<file path="src/rtl/mem_port_arbiter.sv">
// Merges the CPU instruction and data ports onto one backing-memory port.
// One transaction at a time; arbitration is round-robin or data-first.
module mem_port_arbiter #(
    parameter int ADDR_W  = 32,
    parameter int DATA_W  = 32,
    parameter bit FAIR_RR = 1'b1
) (
    input  logic              clk,
    input  logic              rst,
    input  logic              instr_read,
    input  logic [ADDR_W-1:0] instr_mem_address,
    output logic [DATA_W-1:0] instr_mem_rdata,
    output logic              instr_mem_resp,
    input  logic              data_read,
    input  logic              data_write,
    input  logic [ADDR_W-1:0] data_mem_address,
    input  logic [DATA_W-1:0] data_mem_wdata,
    input  logic [3:0]        data_mbe,
    output logic [DATA_W-1:0] data_mem_rdata,
    output logic              data_mem_resp,
    output logic              mem_read,
    output logic              mem_write,
    output logic [ADDR_W-1:0] mem_address,
    output logic [DATA_W-1:0] mem_wdata,
    output logic [3:0]        mem_mbe,
    input  logic [DATA_W-1:0] mem_rdata,
    input  logic              mem_resp,
    output logic [1:0]        dbg_state
);

    // Handshake: a requester holds read/write for at least the IDLE sample;
    // it is then latched and ignored until the one-cycle resp pulse in DONE.
    // The memory side sees read/write held until it returns mem_resp.
    typedef enum logic [1:0] {
        IDLE   = 2'd0,
        BUSY_I = 2'd1,
        BUSY_D = 2'd2,
        DONE   = 2'd3
    } state_t;

    state_t state, state_nxt;
    logic   last_grant_d;
    logic   data_req;
    logic   grant_i, grant_d;

    assign data_req  = data_read | data_write;
    assign dbg_state = state;

    always_ff @(posedge clk or negedge rst) begin
        if (!rst) state <= IDLE;
        else      state <= state_nxt;
    end

    always_comb begin
        state_nxt = state;
        grant_i   = 1'b0;
        grant_d   = 1'b0;
        case (state)
            IDLE: begin
                if (data_req && instr_read) begin
                    // Only the fair mode ever hands a contended slot to instructions
                    if (FAIR_RR && last_grant_d) grant_i = 1'b1;
                    else                         grant_d = 1'b1;
                end else if (data_req) begin
                    grant_d = 1'b1;
                end else if (instr_read) begin
                    grant_i = 1'b1;
                end
                if (grant_d)      state_nxt = BUSY_D;
                else if (grant_i) state_nxt = BUSY_I;
            end
            BUSY_I, BUSY_D: begin
                if (mem_resp) state_nxt = DONE;
            end
            DONE:    state_nxt = IDLE;
            default: state_nxt = IDLE;
        endcase
    end

    always_ff @(posedge clk or negedge rst) begin
        if (!rst) begin
            last_grant_d    <= 1'b0;
            mem_read        <= 1'b0;
            mem_write       <= 1'b0;
            mem_address     <= '0;
            mem_wdata       <= '0;
            mem_mbe         <= 4'h0;
            instr_mem_rdata <= '0;
            instr_mem_resp  <= 1'b0;
            data_mem_rdata  <= '0;
            data_mem_resp   <= 1'b0;
        end else begin
            instr_mem_resp <= 1'b0;
            data_mem_resp  <= 1'b0;
            if (grant_i) begin
                mem_read    <= 1'b1;
                mem_write   <= 1'b0;
                mem_address <= {instr_mem_address[ADDR_W-1:2], 2'b00};
                mem_wdata   <= '0;
                mem_mbe     <= 4'hF;
            end else if (grant_d) begin
                // A simultaneous read+write is treated as a write
                mem_read    <= ~data_write;
                mem_write   <= data_write;
                mem_address <= {data_mem_address[ADDR_W-1:2], 2'b00};
                mem_wdata   <= data_write ? data_mem_wdata : '0;
                mem_mbe     <= data_write ? data_mbe : 4'hF;
            end
            if (mem_resp && (state == BUSY_I || state == BUSY_D)) begin
                mem_read  <= 1'b0;
                mem_write <= 1'b0;
                if (state == BUSY_I) begin
                    instr_mem_rdata <= mem_rdata;
                    instr_mem_resp  <= 1'b1;
                    last_grant_d    <= 1'b0;
                end else begin
                    data_mem_rdata <= mem_rdata;
                    data_mem_resp  <= 1'b1;
                    last_grant_d   <= 1'b1;
                end
            end
        end
    end

endmodule

</file>
<file path="config.mk">
export PLATFORM = sky130hd
export DESIGN_NAME = mem_port_arbiter
export DESIGN_NICKNAME = d
export VERILOG_FILES = /design/src/rtl/mem_port_arbiter.sv
export SDC_FILE = /design/constraint.sdc
export NUM_CORES = 1
export LEC_CHECK = 0
export CORE_MARGIN = 1.5
export CORE_UTILIZATION = 50
export CTS_CLUSTER_DIAMETER = 50
export DETAILED_ROUTE_END_ITERATION = 6
export DONT_BUFFER_PORTS = 1
export PLACE_DENSITY_LB_ADDON = 0.2
export SYNTH_ARGS = -nofsm -noshare
export SYNTH_HDL_FRONTEND = slang
export SYNTH_SLANG_ARGS = --single-unit
</file>
<file path="constraint.sdc">
create_clock -name clk -period 2.3 [get_ports clk]
set_input_delay 0.345 -clock clk [delete_from_list [all_inputs] [get_ports clk]]
set_output_delay 0.345 -clock clk [all_outputs]
set_load 0.01 [all_outputs]
</file>
==> Flow_metrics.wiki, run 1 <==
{| class="wikitable"
! Metric !! Value
|-
| Post-DR wirelength/cell || around 22 um
|-
| Max Clk Rate || roughly 470 MHz
|-
| Placed wire-length estimate after detailed placement || roughly 9 mm
|-
| Outcome || complete, but fails checks
|-
| Cts-stage hold buffer count || 99
|-
| Antenna-violating nets left || 0
|-
| Ant. Diodes || 0
|-
| Area after detailed placement || between 0.005 and 0.006 mm2
|-
| Fin Clk Skew || approximately 0.0086 ns
|-
| Utilization of the core after routing || between 60% and 70%
|-
| Iteration-0 DRC Markers || between 200 and 250
|-
| Die boundary width || approximately 110 um
|-
| Buffer levels on the longest clock path || 2
|-
| R2R setup slack || 0.17 ns
|-
| Shortest period the worst path allows || roughly 2.1 ns
|-
| Overall die height || between 100 and 150 um
|-
| Dominant synthesized flop cell || dfrtp_1
|-
| Startpoint type of the worst setup path || flip-flop
|-
| Area of the core || approximately 0.011 mm2
|-
| Post-Synthesis Cell Area || between 0.005 and 0.006 mm2
|-
| Share of post-route cells with drive strength above 1 || roughly 13%
|-
| Global-route wire length before repair || ~22 mm
|-
| Count of synthesis-stage warnings from yosys || 0
|-
| Category of the worst setup path capture point || flip-flop
|-
| Final worst-path cycle share || 92.4%
|-
| Initial core utilization || a little over 50%
|-
| Net count reported at finish || roughly 630
|-
| Aggregate global routing overflow || 0
|-
| Port Buf Inserts || 0
|-
| Number of failing hold endpoints at the final stage || about 140
|-
| Count of non-filler cells in the finished layout || about 640
|-
| Length of routed met3 wiring || around 1.5 mm
|-
| Smallest setup slack after layout || 0.174 ns
|-
| Cell Pwr Density || 1510 mW/mm2
|-
| Remaining routing DRC violations || 0
|-
| Fraction of the yosys area taken by sequential cells || about three fifths
|-
| Worst vdd ir || 0.000764 V
|-
| Number of placed instances, taps included || approximately 500
|-
| Number of global-route vias before repair || roughly 4200
|-
| Number of antenna violations at the first check in global routing || 0
|-
| Biggest fanout along the worst timing path || 33
|-
| Number of maximum-capacitance violations || 0
|-
| Top Ports || ~280
|-
| H-Tree Level Count || 4
|-
| Area of the die || around 0.012 mm2
|-
| Final-layout worst hold slack || -0.484 ns
|-
| Global Route Usage Sum || approximately 24%
|-
| Setup repair after global routing missed its margin || no
|-
| Final Routed Wirelength || about 14 mm
|-
| Actual slew at the worst max-slew pin || 0.759 ns
|-
| Violations in the final reports || hold timing
|-
| Average instance area after synthesis || 14.2 um2
|-
| Post-route total power || ~11 mW
|-
| Clock latency reported for the late side of the worst-skew pair || 0.52 ns
|-
| Worst slew margin relative to its limit || 49.3%
|-
| Arrival @ worst endpoint || 2.57 ns
|-
| Layout overhead on the synthesized area || 29.4%
|-
| Clock-pin transition on the worst setup and hold timing paths || approximately 0.06 ns
|-
| Layout filler cell count || 755
|-
| Maximum number of pins on one net before global-route repair || between 100 and 150
|-
| Met2 routed wirelength || 7.07 mm
|-
| Proportion of register bits with asynchronous set or reset after synthesis || between 90% and 100%
|-
| DR vias/cell || 6.05
|-
| Clock Tree Root || clkbuf_8
|-
| Design Area, Final || about 0.0073 mm2
|-
| Reported leakage power || 3.18 nW
|-
| Setup Total Neg Slack || 0 ns
|-
| Count of cell types in the netlist || 37
|-
| Final estimated routing congestion in global placement || around 0.75
|-
| Hold WC Path Type || in2async
|-
| Detailed-route wire length on metal 1 || between 5 and 6 mm
|-
| Clock Sink Count || 137
|-
| DR pass1 iterations || 4
|-
| Number of register bits inferred by synthesis || 137
|-
| Post-synthesis instance total || 397
|-
| Clock tree from TritonCTS || done
|-
| Type of the setup path with the least slack || reg2reg
|-
| Data required time of the worst path || around 2.8 ns
|-
| Worst Setup Slack post-DPL || 0.186 ns
|-
| Top layer in use || met4
|-
| Via count || around 3900
|-
| Number of enable flip-flop cells after synthesis || 0
|-
| Number of pins with negative max-slew slack in the final report || 0
|-
| Number of setup violations in the final report || 0
|-
| Cell Rows || 38
|-
| Total clock buffers created by CTS || 17
|}
-- final cells by class --
type | instances | area, um2 | area share, %
sequential | 137 | 3430 | 47.1
multi-input combinational | 220 | 1970 | 27.1
timing repair buffer | 109 | 1090 | 15.0
clock buffer | 18 | 418 | 5.74
tap | 140 | 175 | 2.41
clock inverter | 14 | 171 | 2.35
inverter | 6 | 22.5 | 0.309
-- cell usage after synthesis, drive strengths merged (3+ instances only) --
cell,count,area (um2)
nor2,4,22.5
a2bb2oi,60,526
buf,26,183
clkbuf,9,33.8
mux2,64,721
o22a,3,26.3
dfrtp,137,3430
a21oi,3,15.0
o21ai,30,150
inv,6,22.5
a22o,33,289
-- path summary, 6_finish.rpt --
check                                      from             endpoint  cells after the start
setup / recovery                   dbg_state[1]        mem_wdata[18]                      5
hold / removal                              rst  instr_mem_rdata[23]                      0
setup reg to reg                   dbg_state[1]        mem_wdata[18]                      5
hold reg to reg             instr_mem_rdata[17]  instr_mem_rdata[17]                      1
max in group asynchronous                   rst      mem_address[16]                      0
min in group clk           data_mem_address[20]      mem_address[20]                      2
-- flip-flops by register name, indices dropped and copies added, names as in the netlist --
signal and cells:
data_mem_rdata 32, instr_mem_rdata 32, mem_wdata 32, mem_address 30, mem_mbe 4, dbg_state 2, data_mem_resp 1, instr_mem_resp 1
last_grant_d 1, mem_read 1, mem_write 1
-- critical path, cell delays in order, from the launching register on --
cell     delay, ns
dfrtp_1       0.43
inv_1         0.15
ha_1          0.31
a21bo_4       0.32
nor2_4        0.60
a22o_1        0.25
-- what timing repair did --
action                                  CTS  global route
buffers inserted                          0             0
resized for setup                         0             1
endpoints found under the setup margin    0             1
endpoints found under the hold margin   270           137
-- placed cells by master (no fill, tap or decap), drive strengths merged, types with 4 or more instances in the layout --
cell type and instances:
inv 8, clkinv 6, clkbuf 18, dfrtp 137, a22o 33, o21ai 30
nor2 4, buf 10, dlygate4sd3 99, mux2 64, a2bb2oi 60
-- power by group --
part | internal, mW | leakage [nW] | switching [mW]
combinational | 1.62 | 1.25 | 1.45
sequential | 3.66 | 1.65 | 1.55
clock | 1.66 | 0.282 | 1.05
total | 6.94 | 3.18 | 4.04
-- routing by layer --
metal | global-route usage [%] | vias up
li1 | - | 1683
met1 | 26.3 | 1946
met2 | 40.2 | 218
met3 | 9.26 | 48
met4 | 14.7 | 0
met5 | 0 | -
-- cell families (layout without fill, tap and decap cells) --
group                    Yosys count  after routing  share of synthesized area, %
multiplexers                      65             65                          13.0
adder cells (fa/ha/maj)            2              2                         0.445
buffers and inverters             41            147                          4.25
AND/OR/NAND/NOR                   11             11                          1.42
other                              1              2                        0.0667
AO/OA/AOI/OAI                    140            140                          19.9
flip-flops                       137            137                          60.9
Note: power is estimated with default switching activity, not from simulation.
==> inputs of run 2 (changes only) <==
ABC_AREA = 1   (was not set)
MAX_ROUTING_LAYER = met4   (was not set)
clock period = 2.7 ns   (was 2.3 ns; I/O delays follow)
==> run 2 against run 1 <==
Against the previous run: the flow still finishes with violations (hold timing); worst setup slack gained 0.43 ns; routed wire length shrank 1.7%; flip-flop and latch count is the same; via count up 16%; first-iteration DRC count grew 43%; power decreased by 21%; critical path type unchanged.
==> Flow_metrics.wiki, run 2 <==
{| class="wikitable"
! Metric !! Value
|-
| Net count reported at finish || 805 (was 631)
|-
| Clock Sink Count || 137 (unchanged)
|-
| Area taken by flip-flops and latches || 0.00343 mm2 (unchanged)
|-
| Number of failing hold endpoints at the final stage || 137 (unchanged)
|-
| Remaining routing DRC violations || 0 (unchanged)
|-
| Count of cell types in the netlist || 25 (was 37)
|-
| Final Routed Wirelength || 14.2 mm (was 14.4 mm)
|-
| Final-layout worst hold slack || -0.308 ns (was -0.484 ns)
|-
| Number of pins with negative max-slew slack in the final report || 0 (unchanged)
|-
| Startpoint type of the worst setup path || flip-flop (unchanged)
|-
| Type of the setup path with the least slack || reg2reg (unchanged)
|-
| Shortest period the worst path allows || 2.09 ns (was 2.13 ns)
|-
| Biggest fanout along the worst timing path || 81 (was 33)
|-
| Buffer levels on the longest clock path || 2 (unchanged)
|-
| Post-synthesis instance total || 684 (was 397)
|-
| Setup Total Neg Slack || 0 ns (unchanged)
|-
| H-Tree Level Count || 4 (unchanged)
|-
| Cell Rows || 39 (was 38)
|-
| Number of maximum-capacitance violations || 0 (unchanged)
|-
| Port Buf Inserts || 0 (unchanged)
|-
| R2R setup slack || 0.61 ns (was 0.17 ns)
|-
| Global Route Usage Sum || 23.7% (was 24.3%)
|-
| Number of enable flip-flop cells after synthesis || 0 (unchanged)
|-
| Max Clk Rate || 478 MHz (was 470 MHz)
|-
| Share of post-route cells with drive strength above 1 || 7.23% (was 13.5%)
|-
| Clock Tree Root || clkbuf_16 (was clkbuf_8)
|-
| Iteration-0 DRC Markers || 296 (was 207)
|-
| Worst vdd ir || 0.000804 V (was 0.000764 V)
|-
| Fraction of the yosys area taken by sequential cells || 58.0% (was 60.9%)
|-
| Fin Clk Skew || 0.00511 ns (was 0.00863 ns)
|-
| Overall die height || 112 um (was 109 um)
|-
| Setup repair after global routing missed its margin || no (unchanged)
|-
| Die boundary width || 112 um (was 109 um)
|-
| Final worst-path cycle share || 77.5% (was 92.4%)
|-
| Count of synthesis-stage warnings from yosys || 0 (unchanged)
|-
| Worst r2r path cells || 9 (was 5)
|-
| Area share of the largest cell type after synthesis || 58.0% (was 60.9%)
|-
| Clock latency reported for the late side of the worst-skew pair || 0.41 ns (was 0.52 ns)
|-
| Most used cells in the layout excluding fill and tap cells || 218 x nand2_1, 137 x dfrtp_1, 83 x nand3_1 (was 137 x dfrtp_1, 99 x dlygate4sd3_1, 60 x a2bb2oi_1)
|-
| Hold WC Path Type || in2async (unchanged)
|-
| Via count || 4513 (was 3895)
|-
| Antenna-violating nets left || 0 (unchanged)
|-
| Final estimated routing congestion in global placement || 0.819 (was 0.753)
|-
| Library cell with the highest instance count after synthesis || nand2_1 (was dfrtp_1)
|-
| Average instance area after synthesis || 8.64 um2 (was 14.2 um2)
|-
| Largest registers ranked by flip-flop count || data_mem_rdata (32), instr_mem_rdata (32), mem_wdata (32) (unchanged)
|-
| Footprint of the multi-input gates || 0.00192 mm2 (was 0.00197 mm2)
|-
| Global-route wire length before repair || 22.7 mm (was 21.6 mm)
|-
| Layout filler cell count || 1020 (was 755)
|-
| Aggregate global routing overflow || 0 (unchanged)
|-
| Worst slew margin relative to its limit || 46.0% (was 49.3%)
|-
| Layout overhead on the synthesized area || 10.7% (was 29.4%)
|-
| Number of register bits inferred by synthesis || 137 (unchanged)
|-
| Reported leakage power || 3.53 nW (was 3.18 nW)
|-
| Post-DR wirelength/cell || 17.2 um (was 22.3 um)
|-
| Clock tree from TritonCTS || done (unchanged)
|-
| Post-Synthesis Cell Area || 0.00591 mm2 (was 0.00563 mm2)
|-
| Most frequent cells after synthesis || 218 x nand2_1, 137 x dfrtp_1, 83 x nand3_1 (was 137 x dfrtp_1, 60 x a2bb2oi_1, 49 x mux2_1)
|-
| Area of the core || 0.0115 mm2 (was 0.0109 mm2)
|-
| Area of the die || 0.0125 mm2 (was 0.0119 mm2)
|-
| Cell Pwr Density || 1330 mW/mm2 (was 1510 mW/mm2)
|-
| Category of the worst setup path capture point || flip-flop (unchanged)
|-
| Worst Setup Slack post-DPL || 0.571 ns (was 0.186 ns)
|-
| Arrival @ worst endpoint || 2.39 ns (was 2.57 ns)
|-
| Cells taking the most area after synthesis || dfrtp_1 58%, nand2_1 14%, nand3_1 7.0% (was dfrtp_1 61%, mux2_1 9.8%, a2bb2oi_1 9.3%)
|-
| Ant. Diodes || 0 (unchanged)
|-
| Cell taking the most area after synthesis || dfrtp_1 (unchanged)
|-
| Proportion of register bits with asynchronous set or reset after synthesis || 100% (unchanged)
|-
| DR vias/cell || 5.50 (was 6.05)
|-
| Placed wire-length estimate after detailed placement || 9.54 mm (was 9.10 mm)
|-
| Smallest setup slack after layout || 0.606 ns (was 0.174 ns)
|-
| Violations in the final reports || hold timing (unchanged)
|-
| Data required time of the worst path || 2.99 ns (was 2.75 ns)
|-
| Clock-pin transition on the worst setup and hold timing paths || 0.06 ns (about the same)
|-
| Leading cell type in the layout, fill and taps excluded || nand2_1 (was dfrtp_1)
|-
| Dominant synthesized flop cell || dfrtp_1 (unchanged)
|-
| Outcome || complete, but fails checks (unchanged)
|-
| Total clock buffers created by CTS || 17 (unchanged)
|-
| Top Ports || 276 (unchanged)
|-
| Maximum number of pins on one net before global-route repair || 138 (unchanged)
|-
| Number of global-route vias before repair || 4553 (was 4245)
|-
| DR pass1 iterations || 4 (unchanged)
|-
| Number of setup violations in the final report || 0 (unchanged)
|-
| Initial core utilization || 51.5% (was 51.7%)
|-
| Number of antenna violations at the first check in global routing || 0 (unchanged)
|-
| Actual slew at the worst max-slew pin || 0.810 ns (was 0.759 ns)
|}
==> run 2: changes by cell type after synthesis, sizes merged, moves of 6 or more <==
cell     previous run  this run
clkbuf              9        15
mux2               64         0
nand2               2       221
nand3               1        84
a2bb2oi            60         0
o21ai              30        66
inv                 6        83
nand4               0        36
a22o               33         0
==> run 2: what timing repair did <==
item,in CTS,in global routing
hold endpoints to repair,137,137
setup endpoints to repair,0,0
resized for setup,0,0
buffers inserted,0,0
==> run 2: worst paths after layout <==
check,from,to
worst max-delay path,dbg_state[0],mem_address[20]
worst min-delay path,rst,mem_address[20]
worst max register to register,dbg_state[0],mem_address[20]
worst min register to register,mem_address[30],mem_address[30]
max in group asynchronous,rst,data_mem_rdata[1]
min in group clk,data_mem_wdata[4],mem_wdata[4]
==> run 2: metrics by stage <==
| stage | cells | power (mW) | cell area, um2 | utilization (%) |
|---|---|---|---|---|
| 3_5_place_dp | 789 | 6.36 | 5910 | 51.5 |
| 3_3_place_gp | 789 | 6.21 | 5910 | 51.5 |
| 4_1_cts | 821 | 8.80 | 6540 | 57.0 |
| 2_1_floorplan | 685 | 5.78 | 5910 | - |
| 6_report | 821 | 8.70 | 6540 | 57.0 |
| 5_1_grt | 821 | 9.30 | 6540 | 57.0 |
==> run 2: final cells by class <==
class | count | area share [%]
clock inverters | 10 | 2.12
flip-flops and latches | 137 | 52.4
clock buffers | 22 | 7.56
inverters | 84 | 4.88
multi-input cells | 420 | 29.3
repair buffers | 5 | 0.956
well taps | 143 | 2.74
==> run 2: per-layer routing <==
metal | track usage [%] | wire length [um]
met1 | 27.7 | 5490
met2 | 38.1 | 7030
met3 | 8.44 | 1410
met4 | 8.10 | 218
met5 | - | 0
==> run 2: cells by family (layout without fill, tap and decap cells) <==
family | after synthesis | count (layout) | synth area share (%)
buffers and inverters | 128 | 121 | 9.53
and+or+nand+nor | 349 | 349 | 26.1
AOI/OAI and AO/OA | 67 | 67 | 5.87
other | 1 | 2 | 0.0635
DFF | 137 | 137 | 58.0
adders and majority gates | 2 | 2 | 0.424
==> run 2: critical path, stage by stage, from the launching register on <==
cell	delay, ns
dfrtp_1	0.46
inv_1	0.07
ha_1	0.28
nand2_1	0.10
inv_2	0.05
nand2_4	0.07
buf_4	0.63
nand2_1	0.13
nand3_1	0.12
nand2_1	0.05
==> run 2: power by group <==
group	internal (mW)	switching (mW)
registers	3.01	1.17
logic	0.706	1.40
clock network	1.58	0.837
==> inputs of run 3 (changes only) <==
clock period = 2.2 ns   (was 2.7 ns; I/O delays follow)
==> run 3 against run 2 <==
Against the previous run: the flow still finishes with violations (hold timing); power grew 22%; critical path depth is the same; worst setup slack lost 0.35 ns; clock power grew 17%; via count shrank 0.40%; global-route usage is essentially flat; utilization grew 0.19 points; largest cell class unchanged; highest routed layer unchanged.
==> Flow_metrics.wiki, run 3 (synthesis results as in run 2) <==
{| class="wikitable"
! Metric !! Value
|-
| Family of cells with the greatest summed delay on the critical path || simple AND/OR/NAND/NOR gates (was buffers and inverters)
|-
| Max Clk Rate || 514 MHz (was 478 MHz)
|-
| Number of antenna violations at the first check in global routing || 0 (unchanged)
|-
| Dominant cell type by count on the critical path || nand2_1 (unchanged)
|-
| Clock Sink Count || 137 (unchanged)
|-
| Postcts setup bufs || 0 (unchanged)
|-
| Port Buf Inserts || 0 (unchanged)
|-
| Post-CTS resize count || 0 (unchanged)
|-
| Antenna-violating nets left || 0 (unchanged)
|-
| Detailed-route wire length on metal 1 || 5.50 mm (was 5.49 mm)
|-
| Most used cells in the layout excluding fill and tap cells || 218 x nand2_1, 137 x dfrtp_1, 83 x nand3_1 (unchanged)
|-
| DR vias/cell || 5.45 (was 5.50)
|-
| CP cell instances || inv_1 -> ha_1 -> nand2_1 -> inv_2 -> nand2_4 -> nand2_4 -> inv_4 -> nand2_1 -> nand2_1 (was inv_1 -> ha_1 -> nand2_1 -> inv_2 -> nand2_4 -> buf_4 -> nand2_1 -> nand3_1 -> nand2_1)
|-
| Switching power total || 4.18 mW (was 3.41 mW)
|-
| Share of post-route cells with drive strength above 1 || 7.62% (was 7.23%)
|-
| Clock tree from TritonCTS || done (unchanged)
|-
| Cell Pwr Density || 1610 mW/mm2 (was 1330 mW/mm2)
|-
| Global Route Usage Sum || 23.7% (about the same)
|-
| Die boundary width || 112 um (unchanged)
|-
| Final-layout worst hold slack || -0.386 ns (was -0.308 ns)
|-
| Shortest period the worst path allows || 1.94 ns (was 2.09 ns)
|-
| Clock Tree Root || clkbuf_16 (unchanged)
|-
| Total clock buffers created by CTS || 17 (unchanged)
|-
| Length of routed met3 wiring || 1.39 mm (was 1.41 mm)
|-
| Number of maximum-capacitance violations || 0 (unchanged)
|-
| Outcome || complete, but fails checks (unchanged)
|-
| Actual slew at the worst max-slew pin || 0.554 ns (was 0.810 ns)
|-
| Highest-delay cell along the critical path || dfrtp_1 (was buf_4)
|-
| Hold WC Path Type || in2async (unchanged)
|-
| Number of global-route vias before repair || 4527 (was 4553)
|-
| Type of the setup path with the least slack || reg2reg (unchanged)
|-
| Area of the core || 0.0115 mm2 (unchanged)
|-
| Reported leakage power || 3.53 nW (about the same)
|-
| Biggest fanout along the worst timing path || 55 (was 81)
|-
| Cell Rows || 39 (unchanged)
|-
| Remaining routing DRC violations || 0 (unchanged)
|-
| Clock latency reported for the late side of the worst-skew pair || 0.41 ns (about the same)
|-
| Number of setup violations in the final report || 0 (unchanged)
|-
| Overall die height || 112 um (unchanged)
|-
| Violations in the final reports || hold timing (unchanged)
|-
| Post-DR wirelength/cell || 17.1 um (was 17.2 um)
|-
| Setup repair after global routing missed its margin || no (unchanged)
|-
| Top Ports || 276 (unchanged)
|-
| Category of the worst setup path capture point || flip-flop (unchanged)
|-
| Number of failing hold endpoints at the final stage || 137 (unchanged)
|-
| Top layer in use || met4 (unchanged)
|-
| Iteration-0 DRC Markers || 227 (was 296)
|-
| Ant. Diodes || 0 (unchanged)
|-
| Seq pwr share || 48.4% (was 48.0%)
|-
| Net count reported at finish || 809 (was 805)
|-
| DR pass1 iterations || 5 (was 4)
|-
| Area of the die || 0.0125 mm2 (unchanged)
|-
| Arrival @ worst endpoint || 2.28 ns (was 2.39 ns)
|-
| Largest registers ranked by flip-flop count || data_mem_rdata (32), instr_mem_rdata (32), mem_wdata (32) (unchanged)
|-
| Number of pins with negative max-slew slack in the final report || 0 (unchanged)
|-
| Initial core utilization || 51.5% (unchanged)
|-
| Placed wire-length estimate after detailed placement || 9.66 mm (was 9.54 mm)
|-
| Leading cell type in the layout, fill and taps excluded || nand2_1 (unchanged)
|-
| H-Tree Level Count || 4 (unchanged)
|-
| Maximum single-stage delay on the critical path || 0.46 ns (was 0.63 ns)
|-
| Final worst-path cycle share || 88.4% (was 77.5%)
|-
| Maximum number of pins on one net before global-route repair || 138 (unchanged)
|-
| Combinational Power Share || 25.1% (was 24.2%)
|-
| Final Routed Wirelength || 14.1 mm (was 14.2 mm)
|-
| Number of buffers and inverters on the critical path || 3 (unchanged)
|-
| Buffer levels on the longest clock path || 2 (unchanged)
|-
| Via count || 4495 (was 4513)
|-
| Global-route wire length before repair || 22.6 mm (was 22.7 mm)
|-
| Worst slew margin relative to its limit || 63.1% (was 46.0%)
|-
| Clk pwr share || 26.5% (was 27.7%)
|-
| Met2 routed wirelength || 6.97 mm (was 7.03 mm)
|-
| Aggregate global routing overflow || 0 (unchanged)
|-
| Internal Power || 6.41 mW (was 5.29 mW)
|-
| Layout overhead on the synthesized area || 11.1% (was 10.7%)
|-
| Startpoint type of the worst setup path || flip-flop (unchanged)
|-
| Fraction of power spent switching nets || 39.5% (was 39.2%)
|-
| Fin Clk Skew || 0.0116 ns (was 0.00511 ns)
|-
| Worst vdd ir || 0.000913 V (was 0.000804 V)
|-
| Clock-pin transition on the worst setup and hold timing paths || 0.06 ns (about the same)
|-
| Final estimated routing congestion in global placement || 0.833 (was 0.819)
|-
| Setup Total Neg Slack || 0 ns (unchanged)
|-
| Data required time of the worst path || 2.54 ns (was 2.99 ns)
|}
-- run 3: power groups by stage --
stage	Combinational (mW)	Sequential, mW	Clock (mW)
2_1_floorplan	2.25	4.84	0
3_3_place_gp	2.54	5.15	0
3_5_place_dp	2.71	5.16	0
4_1_cts	2.70	5.14	2.87
5_1_grt	3.12	5.26	2.97
6_report	2.66	5.12	2.81
-- run 3: cell type report --
type	count	area, um2
clock buffers	22	484
clock inverters	10	115
fillers	1028	4900
inverters	84	319
multi-input cells	420	1920
flip-flops and latches	137	3430
well taps	143	179
repair buffers	9	118
-- run 3: path summary, 6_finish.rpt --
kind,startpoint,to,slack (ns),cells past startpoint
min in group clk,data_mem_wdata[5],mem_wdata[5],0.06,2
max in group asynchronous,rst,mem_address[29],2.30,0
worst min-delay path,rst,mem_address[20],-0.39,0
worst max register to register,dbg_state[0],mem_wdata[24],0.26,9
worst min register to register,mem_wdata[25],mem_wdata[25],0.55,2
worst max-delay path,dbg_state[0],mem_wdata[24],0.26,9
-- run 3: per-stage QoR --
step           setup slack (ns)  util, %  power (mW)  cell area (um2)  cells
5_1_grt                  0.0704     57.2        11.4             6560    825
2_1_floorplan             0.596        -        7.09             5910    685
4_1_cts                   0.243     57.2        10.7             6560    825
6_report                  0.255     57.2        10.6             6560    825
3_3_place_gp              0.353     52.0        7.68             5960    793
3_5_place_dp              0.261     52.0        7.87             5960    793
-- run 3: metal layers --
layer  vias to the layer above  track usage (%)
met4                         0             8.69
met1                      2115             27.3
met2                       213             38.1
met5                         -                -
li1                       2149                -
met3                        18             8.82
-- run 3: worst register-to-register path: cells and delay by family (launching register included) --
family | cells | cell delay [ns]
buffers and inverters | 3 | 0.52
adder cells (fa/ha/maj) | 1 | 0.27
AND/OR/NAND/NOR | 5 | 0.61
flip-flops | 1 | 0.46
